==> config.mk <==
export PLATFORM = sky130hd
export DESIGN_NAME = inv_mix_columns_seq
export DESIGN_NICKNAME = d
export VERILOG_FILES = /design/src/rtl/inv_mix_columns_seq_pkg.sv /design/src/rtl/inv_mix_word.sv /design/src/rtl/inv_mix_columns_seq.sv
export SDC_FILE = /design/constraint.sdc
export NUM_CORES = 1
export LEC_CHECK = 0
export CORE_MARGIN = 3
export CORE_UTILIZATION = 58
export CTS_CLUSTER_SIZE = 28
export DETAILED_ROUTE_END_ITERATION = 8
export PLACE_DENSITY_LB_ADDON = 0.1
export SLEW_MARGIN = 20
export SYNTH_ARGS = -nofsm -noshare
export SYNTH_HDL_FRONTEND = slang
export SYNTH_SLANG_ARGS = --single-unit
==> constraint.sdc <==
create_clock -name clk -period 19.9 [get_ports clk]
set_clock_uncertainty 0.15 [all_clocks]
set_input_delay 3.98 -clock clk [delete_from_list [all_inputs] [get_ports clk]]
set_output_delay 3.98 -clock clk [all_outputs]
set_load 0.1 [all_outputs]
==> src/rtl/inv_mix_columns_seq_pkg.sv <==
// inv_mix_columns_seq_pkg: shared AES types, constants and GF(2^8) helpers
package inv_mix_columns_seq_pkg;

    typedef logic [7:0]   byte_t;
    typedef logic [31:0]  word_t;
    typedef logic [127:0] state_t;
    typedef logic [1:0]   col_idx_t;

    typedef enum logic [1:0] {IDLE, RUN, DONE} fsm_t;

    localparam byte_t AES_POLY = 8'h1B;
    localparam int    NUM_COLS = 4;
    localparam int    COL_W    = 32;

    function automatic byte_t xtime(input byte_t b);
        return {b[6:0], 1'b0} ^ (b[7] ? AES_POLY : 8'h00);
    endfunction

    function automatic word_t get_col(input state_t s, input col_idx_t c);
        return s[127 - COL_W * int'(c) -: COL_W];
    endfunction

endpackage

==> src/rtl/inv_mix_word.sv <==
// inv_mix_word: combinational InvMixColumns on one 32-bit column, byte 0 at MSB
module inv_mix_word
    import inv_mix_columns_seq_pkg::*;
(
    input  word_t w,
    output word_t y
);

    byte_t b [4];
    byte_t x2 [4];
    byte_t x4 [4];
    byte_t x8 [4];
    byte_t o [4];

    // 0e=8^4^2, 0b=8^2^1, 0d=8^4^1, 09=8^1; each output row is the circulant shift of the previous
    always_comb begin
        for (int i = 0; i < 4; i++) begin
            b[i]  = w[31 - 8 * i -: 8];
            x2[i] = xtime(b[i]);
            x4[i] = xtime(x2[i]);
            x8[i] = xtime(x4[i]);
        end
        for (int r = 0; r < 4; r++)
            o[r] = (x8[r] ^ x4[r] ^ x2[r])
                 ^ (x8[(r + 1) % 4] ^ x2[(r + 1) % 4] ^ b[(r + 1) % 4])
                 ^ (x8[(r + 2) % 4] ^ x4[(r + 2) % 4] ^ b[(r + 2) % 4])
                 ^ (x8[(r + 3) % 4] ^ b[(r + 3) % 4]);
    end

    assign y = {o[0], o[1], o[2], o[3]};

endmodule

==> src/rtl/inv_mix_columns_seq.sv <==
// inv_mix_columns_seq: multi-cycle InvMixColumns with start/done handshake
module inv_mix_columns_seq
    import inv_mix_columns_seq_pkg::*;
#(
    parameter int COLS_PER_CYCLE = 1
)
(
    input  logic         clk,
    input  logic         reset,
    input  logic         start,
    input  logic [127:0] in,
    output logic [127:0] out,
    output logic         busy,
    output logic         done
);

    localparam col_idx_t STEP = col_idx_t'(COLS_PER_CYCLE);
    localparam col_idx_t LAST = col_idx_t'(NUM_COLS - COLS_PER_CYCLE);

    fsm_t     state, state_nxt;
    state_t   work, work_nxt;
    col_idx_t col;
    word_t    col_in [COLS_PER_CYCLE];
    word_t    col_out [COLS_PER_CYCLE];
    logic     accept, last;

    assign accept = start && state != RUN;
    assign last   = col == LAST;

    for (genvar g = 0; g < COLS_PER_CYCLE; g++) begin : g_col
        assign col_in[g] = get_col(work, col + col_idx_t'(g));
        inv_mix_word u_word (.w(col_in[g]), .y(col_out[g]));
    end

    // splice the freshly transformed column group back into the working state
    always_comb begin
        work_nxt = work;
        for (int i = 0; i < COLS_PER_CYCLE; i++)
            work_nxt[127 - COL_W * int'(col + col_idx_t'(i)) -: COL_W] = col_out[i];
    end

    // state register
    always_ff @(posedge clk or posedge reset)
        if (reset) state <= IDLE;
        else       state <= state_nxt;

    // next state; DONE accepts a new start exactly like IDLE
    always_comb begin
        state_nxt = accept ? RUN : state == RUN ? (last ? DONE : RUN) : IDLE;
        busy      = state == RUN;
        done      = state == DONE;
    end

    // working register, column counter and result register; out only moves on completion
    always_ff @(posedge clk or posedge reset)
        if (reset) begin
            work <= '0;
            col  <= '0;
            out  <= '0;
        end else if (accept) begin
            work <= in;
            col  <= '0;
        end else if (state == RUN) begin
            work <= work_nxt;
            col  <= col + STEP;
            if (last) out <= work_nxt;
        end

endmodule

==> results by group, run 1 <==
Worst hold path
  • Hold Path Depth: 2
  • Hold crit path type: flop to flop

STA
  • Worst Tran Pin Value: 1110 ps
  • Fin crit share: 0.366
  • RSZ-0062 raised after global routing: false
  • Setup-failing EPs final: 0
  • Period minus WS final: 7270 ps
  • Setup TNS: 0 ps
  • Fmax: 137 MHz
  • Fin. max-slew vios: 0
  • Final Hold Viols: 0
  • Relative slew slack: 0.258

Synthesis
  • Syn Inst Count: 1338
  • Netlist cell types: 42
  • Synthesized Nets: 1473
  • Sequential share of the synthesized area: 0.449
  • EDFF count, synth: 0
  • Post-synth top area share: 0.449
  • Post-synth ARST share: 1.00
  • Largest cells by area after synthesis: dfrtp_1, xnor3_1, nand2_1, mux4_2, xnor2_1
  • Mapped Area: 0.0145 mm²
  • Syn avg cell area: 10.8 µm²
  • Yosys top cell by area: dfrtp_1
  • Prevailing post-synth register cell: dfrtp_1
  • Syn. warnings: 0
  • Flops & latches, synth: 260

Cells and area
  • Antenna cell count: 0
  • Layout cells sized above 1: 0.0762
  • Area growth syn-to-layout: 24.5%
  • Most frequent cells in the layout: dfrtp_1, clkdlybuf4s50_1, nand2_1
  • Final #Nets: 1679
  • Fill count: 1761

Route
  • DR iter-0 viols: 1386
  • Final wirelength: 46100 µm
  • Post-route ant nets: 0
  • Drt pass-1 iters: 7
  • Post-DR vias/cell: 6.37
  • DR DRC count: 0
  • Vias: 12000
  • DR WL/cell: 24.5 µm

CTS
  • Num CTS Buffers: 27
  • PostCTS Resize Cnt: 0
  • Worst-path clk slew: 60 ps
  • CTS tree: done
  • Clk buf depth: 3
  • H-Tree Depth: 1
  • Post-CTS Setup Bufs: 0
  • Clk_lat worst skew: 560 ps
  • Clk Tree Root Cell: clkbuf_16
  • Hold-fix buffers, CTS: 0
  • CTS sink count: 260

Global route
  • Largest net degree at the start of global routing: 129
  • Vias in the first global route: 11800
  • First-pass GRT wire length: 69300 µm
  • Overflow after GRT: 0
  • All-Layer GR Usage: 0.340
  • Antenna violations before repair: 0

Setup path
  • CP Capture Type: output pin
  • Worst setup SP type: flop
  • CP Class: flop to output pin
  • Critical path peak fanout: between 80 and 90
  • Worst EP required: 15770 ps
  • R2R cell count: 8
  • Critical path data arrival time: 3140 ps

Floorplanning
  • Core ar.: ~0.024 mm²
  • IO Count: 261
  • Initial Util: 0.593
  • DIE HEIGHT: 164 µm
  • FP Rows: 57
  • Die area: 0.0269 mm²
  • Chip Width: 164 µm

Place
  • GPL Wtd Cong: 0.948
  • PortBufs: 260
  • HPWL after DPL: 32000 µm

Outcome
  • Outcome: finished clean

Run
  • Maxcap violations: 0
-- path summary, 6_finish.rpt --
path / start / end / slack [ps]
min in group asynchronous: reset / out[66] / 3870
worst max register to register: col[0] / out[100] / 15040
worst min register to register: out[80] / out[80] / 330
worst min-delay path: out[80] / out[80] / 330
worst max-delay path: state[1] / busy / 12630
max in group asynchronous: reset / work[36] / 14290
-- layer usage --
layer,part of all wire,track usage
met1,0.39,0.472
met5,0,0
met3,0.10,0.0696
met4,0.037,0.131
met2,0.47,0.533
-- layout make-up --
cell class,count,area [µm²],area share
Tap cell,324,405,0.0225
Multi-Input combinational cell,968,7560,0.419
Clock buffer,35,736,0.0407
Timing Repair Buffer,278,2740,0.151
Clock inverter,11,70.1,0.00388
Inverter,9,43.8,0.00243
Sequential cell,260,6510,0.360
-- kinds of logic after synthesis --
kind of cell | after synthesis | synth area share
multiplexers | 68 | 0.0746
AND/OR/NAND/NOR | 319 | 0.0919
AO/OA/AOI/OAI | 409 | 0.183
XOR/XNOR | 168 | 0.166
flip-flops | 260 | 0.449
adder cells (fa/ha/maj) | 4 | 0.00345
buffers and inverters | 110 | 0.0321
-- critical path, stage by stage, from the launching register on --
cell             delay (ps)
dfrtp_1                 370
nand2b_1                240
inv_4                   640
clkdlybuf4s50_1        1290
-- registers in the layout, summed over array words and instances (netlist names) --
register and flops:
work 128, out 128, col 2, state 2
-- Yosys cell counts, types with 2 or more instances --
library cell  number
a221oi_1           4
xnor2_4            2
clkinv_1           3
a2bb2oi_1         34
a21o_1             9
nor3_1             4
xor2_1            28
a22o_1            11
a22oi_1           53
ha_1               4
o2bb2ai_1         27
xnor3_2            2
mux2i_1           36
buf_4              2
mux4_2            32
buf_1             10
a221o_1            8
xnor2_1           67
o21ai_0           95
nand3_1            4
dfrtp_1          260
nand2_1          218
buf_6              3
nor2b_1           47
inv_1              6
nor2_1            43
xor3_1            11
xnor2_2           10
o21ai_1           44
a31oi_1            6
xor2_2             5
a211oi_1          46
buf_2              8
clkbuf_1          76
a21oi_1           71
xnor3_1           43
-- metrics by stage --
step | instances | cell area, µm² | utilization | hold slack [ps] | setup WS, ps
2_1_floorplan | 1338 | 14500 | - | 314 | 8610
3_3_place_gp | 1839 | 17200 | 0.705 | 309 | 13260
3_5_place_dp | 1839 | 17200 | 0.705 | 311 | 13230
4_1_cts | 1885 | 18000 | 0.738 | 332 | 12640
5_1_grt | 1885 | 18100 | 0.738 | 349 | 12540
6_report | 1885 | 18100 | 0.738 | 327 | 12630
Power of run 1 is not shown: default switching activity piles up to over one toggle a cycle in this logic, so the estimate is an artifact.
==> inputs of run 2 (changes only) <==
--- a/config.mk
+++ b/config.mk
@@ -6,7 +6,7 @@
 export NUM_CORES = 1
 export LEC_CHECK = 0
 export CORE_MARGIN = 3
-export CORE_UTILIZATION = 58
+export CORE_UTILIZATION = 54
 export CTS_CLUSTER_SIZE = 28
 export DETAILED_ROUTE_END_ITERATION = 8
 export PLACE_DENSITY_LB_ADDON = 0.1
==> constraint.sdc (replaced) <==
create_clock -name clk -period 7 [get_ports clk]
set_clock_uncertainty 0.15 [all_clocks]
set_input_delay 1.4 -clock clk [delete_from_list [all_inputs] [get_ports clk]]
set_output_delay 1.4 -clock clk [all_outputs]
set_load 0.1 [all_outputs]
==> results by group, run 2 (synthesis gave the netlist of run 1 again) <==
Global route
  • Overflow after GRT: 0 (unchanged)
  • Vias in the first global route: 11900 (+0.35%)
  • First-pass GRT wire length: 72900 µm (+5.2%)
  • Antenna violations before repair: 0 (unchanged)
  • All-Layer GR Usage: 0.331 (-0.00911)
  • Largest net degree at the start of global routing: 153 (+19%)

Cells and area
  • Most frequent cells in the layout: dfrtp_1, clkdlybuf4s50_1, nand2_1
  • Final #Nets: 1684 (+0.30%)
  • Multi-input gate area: 0.00754 mm² (-0.22%)
  • Layout cells sized above 1: 0.0790 (+0.00280)
  • FF+latch area: 0.00651 mm² (unchanged)
  • Area growth syn-to-layout: 25.9%
  • Biggest regs: out (128), work (128)
  • Antenna cell count: 0 (unchanged)
  • Fill count: 1967 (+12%)

Setup path
  • Crit path buf inv count: 1 (-1)
  • Critical path data arrival time: 5110 ps (+1970 ps)
  • R2R setup slack: 2140 ps (-12900 ps)
  • Worst setup SP type: flop
  • R2R cell count: 8 (unchanged)
  • CP Capture Type: flop
  • CP max stage cell: dfrtp_2
  • Worst EP required: 7250 ps (-8520 ps)
  • Slowest stage delay, CP: 800 ps (-490 ps)
  • Critical path peak fanout: 22 (-73%)
  • CP most frequent cell: xnor3_1
  • Reg2reg end: out[68]
  • CP Class: flop to flop
  • Crit path cell chain: buf_4 > mux4_2 > xor2_1 > xnor3_1 > xnor3_1 > xnor2_1 > a2bb2oi_1 > a21oi_1
  • Top delay family on crit path: XOR/XNOR gates
  • Worst r2r src: col[0]

Outcome
  • Outcome: finished clean

Run
  • Maxcap violations: 0 (unchanged)

CTS
  • Num CTS Buffers: 28 (+3.7%)
  • Clk_lat worst skew: 550 ps (about the same)
  • Hold-fix buffers, CTS: 0 (unchanged)
  • CTS tree: done
  • Clk buf depth: 3 (unchanged)
  • CTS sink count: 260 (unchanged)
  • Post-CTS Setup Bufs: 0 (unchanged)
  • PostCTS Resize Cnt: 0 (unchanged)
  • H-Tree Depth: 1 (unchanged)
  • Worst-path clk slew: 60 ps (about the same)
  • Clk Tree Root Cell: clkbuf_16

STA
  • Setup-failing EPs final: 0 (unchanged)
  • Worst Tran Pin Value: 1060 ps (-48.9 ps)
  • Fmax: 206 MHz
  • Setup TNS: 0 ps (unchanged)
  • Relative slew slack: 0.287 (+0.0287)
  • RSZ-0062 raised after global routing: false
  • Fin. max-slew vios: 0 (unchanged)
  • Period minus WS final: 4860 ps
  • Final Hold Viols: 0 (unchanged)
  • Fin crit share: 0.695

Floorplanning
  • Chip Width: 170 µm (+3.5%)
  • FP Rows: 59 (+3.5%)
  • IO Count: 261 (unchanged)
  • Core ar.: 0.0262 mm² (+7.1%)
  • DIE HEIGHT: 170 µm (+3.5%)
  • Die area: 0.0288 mm² (+7.1%)
  • Initial Util: 0.553 (-0.0394)

Route
  • Vias: 12000 (+0.12%)
  • Drt pass-1 iters: 7 (unchanged)
  • Final wirelength: 48100 µm (+4.3%)
  • Post-route ant nets: 0 (unchanged)
  • DR DRC count: 0 (unchanged)
  • DR iter-0 viols: 1466 (+5.8%)
  • DR WL/cell: 25.3 µm (+3.2%)
  • Post-DR vias/cell: 6.31 (-0.87%)

Place
  • GPL Wtd Cong: 0.970 (+2.3%)
  • HPWL after DPL: 33400 µm (+4.5%)
  • PortBufs: 260 (unchanged)

Worst hold path
  • WHS Endpoint: out[79]
  • Hold Path Depth: 2 (unchanged)
  • Hold crit path type: flop to flop
  • Hold Path Origin: out[79]
## run 2: worst reg2reg max path, delay by kind of cell (launching register included)
| family | cells | cell delay, ps |
|---|---|---|
| xor+xnor | 4 | 2230 |
| flops | 1 | 800 |
| mux | 1 | 710 |
| buf+inv | 1 | 490 |
| compound gates | 2 | 340 |
## run 2: final cells by class
class,count,share of cell area
Clock buffer,41,0.0450
Multi-Input combinational cell,968,0.413
Tap cell,335,0.0230
Sequential cell,260,0.356
Timing Repair Buffer,282,0.153
Inverter,9,0.00219
Clock inverter,9,0.00706
## run 2: worst max path at each step
stage / end / cells past startpoint / startpoint
after floorplan: col[0] / 1 / reset
after global placement: out[100] / 8 / col[0]
after detailed placement: out[68] / 8 / col[0]
after CTS: out[68] / 8 / col[0]
after global routing: out[68] / 8 / col[0]
final: out[68] / 8 / col[0]
## run 2: routing by layer
| metal | up-vias | wire length (µm) | share of wire | GRT usage |
|---|---|---|---|---|
| li1 | 5225 | - | - | - |
| met1 | 6014 | 20000 | 0.42 | 0.480 |
| met2 | 686 | 22100 | 0.46 | 0.515 |
| met3 | 94 | 4620 | 0.096 | 0.0655 |
| met4 | 0 | 1360 | 0.028 | 0.0907 |
| met5 | - | 0 | 0 | 0 |
## run 2: stage by stage
step / hold slack [ps] / util / instance area, µm² / std cells / setup WS [ps]
final: 324 / 0.697 / 18300 / 1904 / 2140
after global routing: 346 / 0.697 / 18300 / 1904 / 1850
after CTS: 331 / 0.696 / 18200 / 1903 / 2180
after detailed placement: 314 / 0.659 / 17300 / 1853 / 2220
after global placement: 307 / 0.659 / 17300 / 1853 / 2310
after floorplan: 314 / - / 14500 / 1338 / 2020
Power of run 2 is left out for the same reason.
==> inputs of run 3 (changes only) <==
==> constraint.sdc (replaced) <==
create_clock -name clk -period 5 [get_ports clk]
set_clock_uncertainty 0.15 [all_clocks]
set_input_delay 1 -clock clk [delete_from_list [all_inputs] [get_ports clk]]
set_output_delay 1 -clock clk [all_outputs]
set_load 0.1 [all_outputs]
==> results by group, run 3 (synthesis gave the netlist of run 1 again) <==
Floorplanning
  • FP Rows: 59 (unchanged)
  • IO Count: 261 (unchanged)
  • Core ar.: 0.0262 mm² (unchanged)
  • Initial Util: 0.553 (unchanged)
  • Chip Width: 170 µm (unchanged)
  • DIE HEIGHT: 170 µm (unchanged)
  • Die area: 0.0288 mm² (unchanged)

Cells and area
  • Most frequent cells in the layout: dfrtp_1, clkdlybuf4s50_1, nand2_1
  • Biggest regs: out (128), work (128)
  • Commonest non-fill, non-tap cell in the layout: dfrtp_1
  • Area growth syn-to-layout: 26.5%
  • Final core area utilization: 0.700 (+0.00334)
  • Design area: 0.0183 mm² (+0.48%)
  • Antenna cell count: 0 (unchanged)
  • Final #Nets: 1702 (+1.1%)
  • Layout cells sized above 1: 0.0920 (+0.0130)

Setup path
  • CP Capture Type: flop
  • R2R cell count: 8 (unchanged)
  • Worst EP required: 5240 ps (-2010 ps)
  • Critical path peak fanout: 22 (unchanged)
  • R2R setup slack: 780 ps (-1350 ps)
  • Critical path data arrival time: 4460 ps (-650 ps)
  • CP Class: flop to flop
  • Worst setup SP type: flop

CTS
  • H-Tree Depth: 1 (unchanged)
  • Clk buf depth: 3 (unchanged)
  • Clk Tree Root Cell: clkbuf_16
  • Hold-fix buffers, CTS: 0 (unchanged)
  • Num CTS Buffers: 28 (unchanged)
  • Worst-path clk slew: 60 ps (about the same)
  • Clk_lat worst skew: 550 ps (about the same)
  • PostCTS Resize Cnt: 0 (unchanged)
  • Post-CTS Setup Bufs: 0 (unchanged)
  • CTS sink count: 260 (unchanged)
  • CTS tree: done

STA
  • Relative slew slack: 0.272 (-0.0150)
  • Setup-failing EPs final: 0 (unchanged)
  • Final Hold Viols: 0 (unchanged)
  • Fin crit share: 0.843 (+0.149)
  • Setup TNS: 0 ps (unchanged)
  • Fin. max-slew vios: 0 (unchanged)
  • Final hold slack: 324 ps (+0.307 ps)
  • RSZ-0062 raised after global routing: false
  • Period minus WS final: 4220 ps (-645 ps)
  • Worst Tran Pin Value: 1090 ps (+28.3 ps)
  • Fmax: 237 MHz (+15%)

Route
  • DR WL/cell: 24.7 µm (-2.3%)
  • Drt pass-1 iters: 6 (-1)
  • DR iter-0 viols: 1379 (-5.9%)
  • Vias: 11900 (-0.79%)
  • Final wirelength: 47500 µm (-1.3%)
  • DR DRC count: 0 (unchanged)
  • Post-route ant nets: 0 (unchanged)
  • Post-DR vias/cell: 6.20 (-1.7%)

Outcome
  • Outcome: finished clean

Global route
  • Largest net degree at the start of global routing: 171 (+12%)
  • All-Layer GR Usage: 0.328 (-0.00314)
  • First-pass GRT wire length: 72600 µm (-0.36%)
  • Overflow after GRT: 0 (unchanged)
  • Vias in the first global route: 12000 (+1.1%)
  • Antenna violations before repair: 1 (+1)

Place
  • GPL Wtd Cong: 0.989 (+2.0%)
  • Post-Place Cell Area: 0.0175 mm² (+1.0%)
  • PortBufs: 260 (unchanged)
  • HPWL after DPL: 34200 µm (+2.2%)

Worst hold path
  • Hold Path Depth: 2 (unchanged)
  • Hold crit path type: flop to flop

Run
  • Maxcap violations: 0 (unchanged)
[run 3: cell types whose count changed in the layout (fill, tap and decap cells not counted), sizes merged]
cell / change
buf: +19
clkinvlp: -1
clkdlybuf4s50: -2
bufinv: -2
clkinv: +6
clkbuf: -2
[run 3: per-stage QoR]
stage	setup slack (ps)	cells
finish	783	1922
global route	477	1922
CTS	734	1922
detailed placement	717	1872
global placement	808	1872
floorplan	422	1338
[run 3: cell type report]
type / count / area, µm²
Clock buffer: 38 / 810
Clock inverter: 12 / 87.6
Fill cell: 1981 / 7860
Inverter: 9 / 40.0
Multi-Input combinational cell: 968 / 7540
Sequential cell: 260 / 6510
Tap cell: 335 / 419
Timing Repair Buffer: 300 / 2940
[run 3: final timing paths]
| kind | startpoint | end |
|---|---|---|
| hold / removal | out[112] | out[112] |
| hold reg to reg | out[112] | out[112] |
| min in group asynchronous | reset | out[78] |
| setup / recovery | col[0] | out[115] |
| setup reg to reg | col[0] | out[115] |
| max in group asynchronous | reset | col[0] |
[run 3: critical path, cell delays in order, from the launching register on]
cell and delay [ps]:
dfrtp_2 830, buf_4 390, mux4_2 680, xor2_2 470, xnor3_1 520, xnor2_4 260
xor2_2 430, a2bb2oi_1 230, a21oi_1 90
[run 3: per-layer routing]
layer	wire length, µm	track usage	vias to the layer above
li1	-	-	5250
met1	20200	0.475	5988
met2	21700	0.500	600
met3	4420	0.0827	84
met4	1170	0.0864	2
met5	13	0	-
Power of run 3 is left out for the same reason.
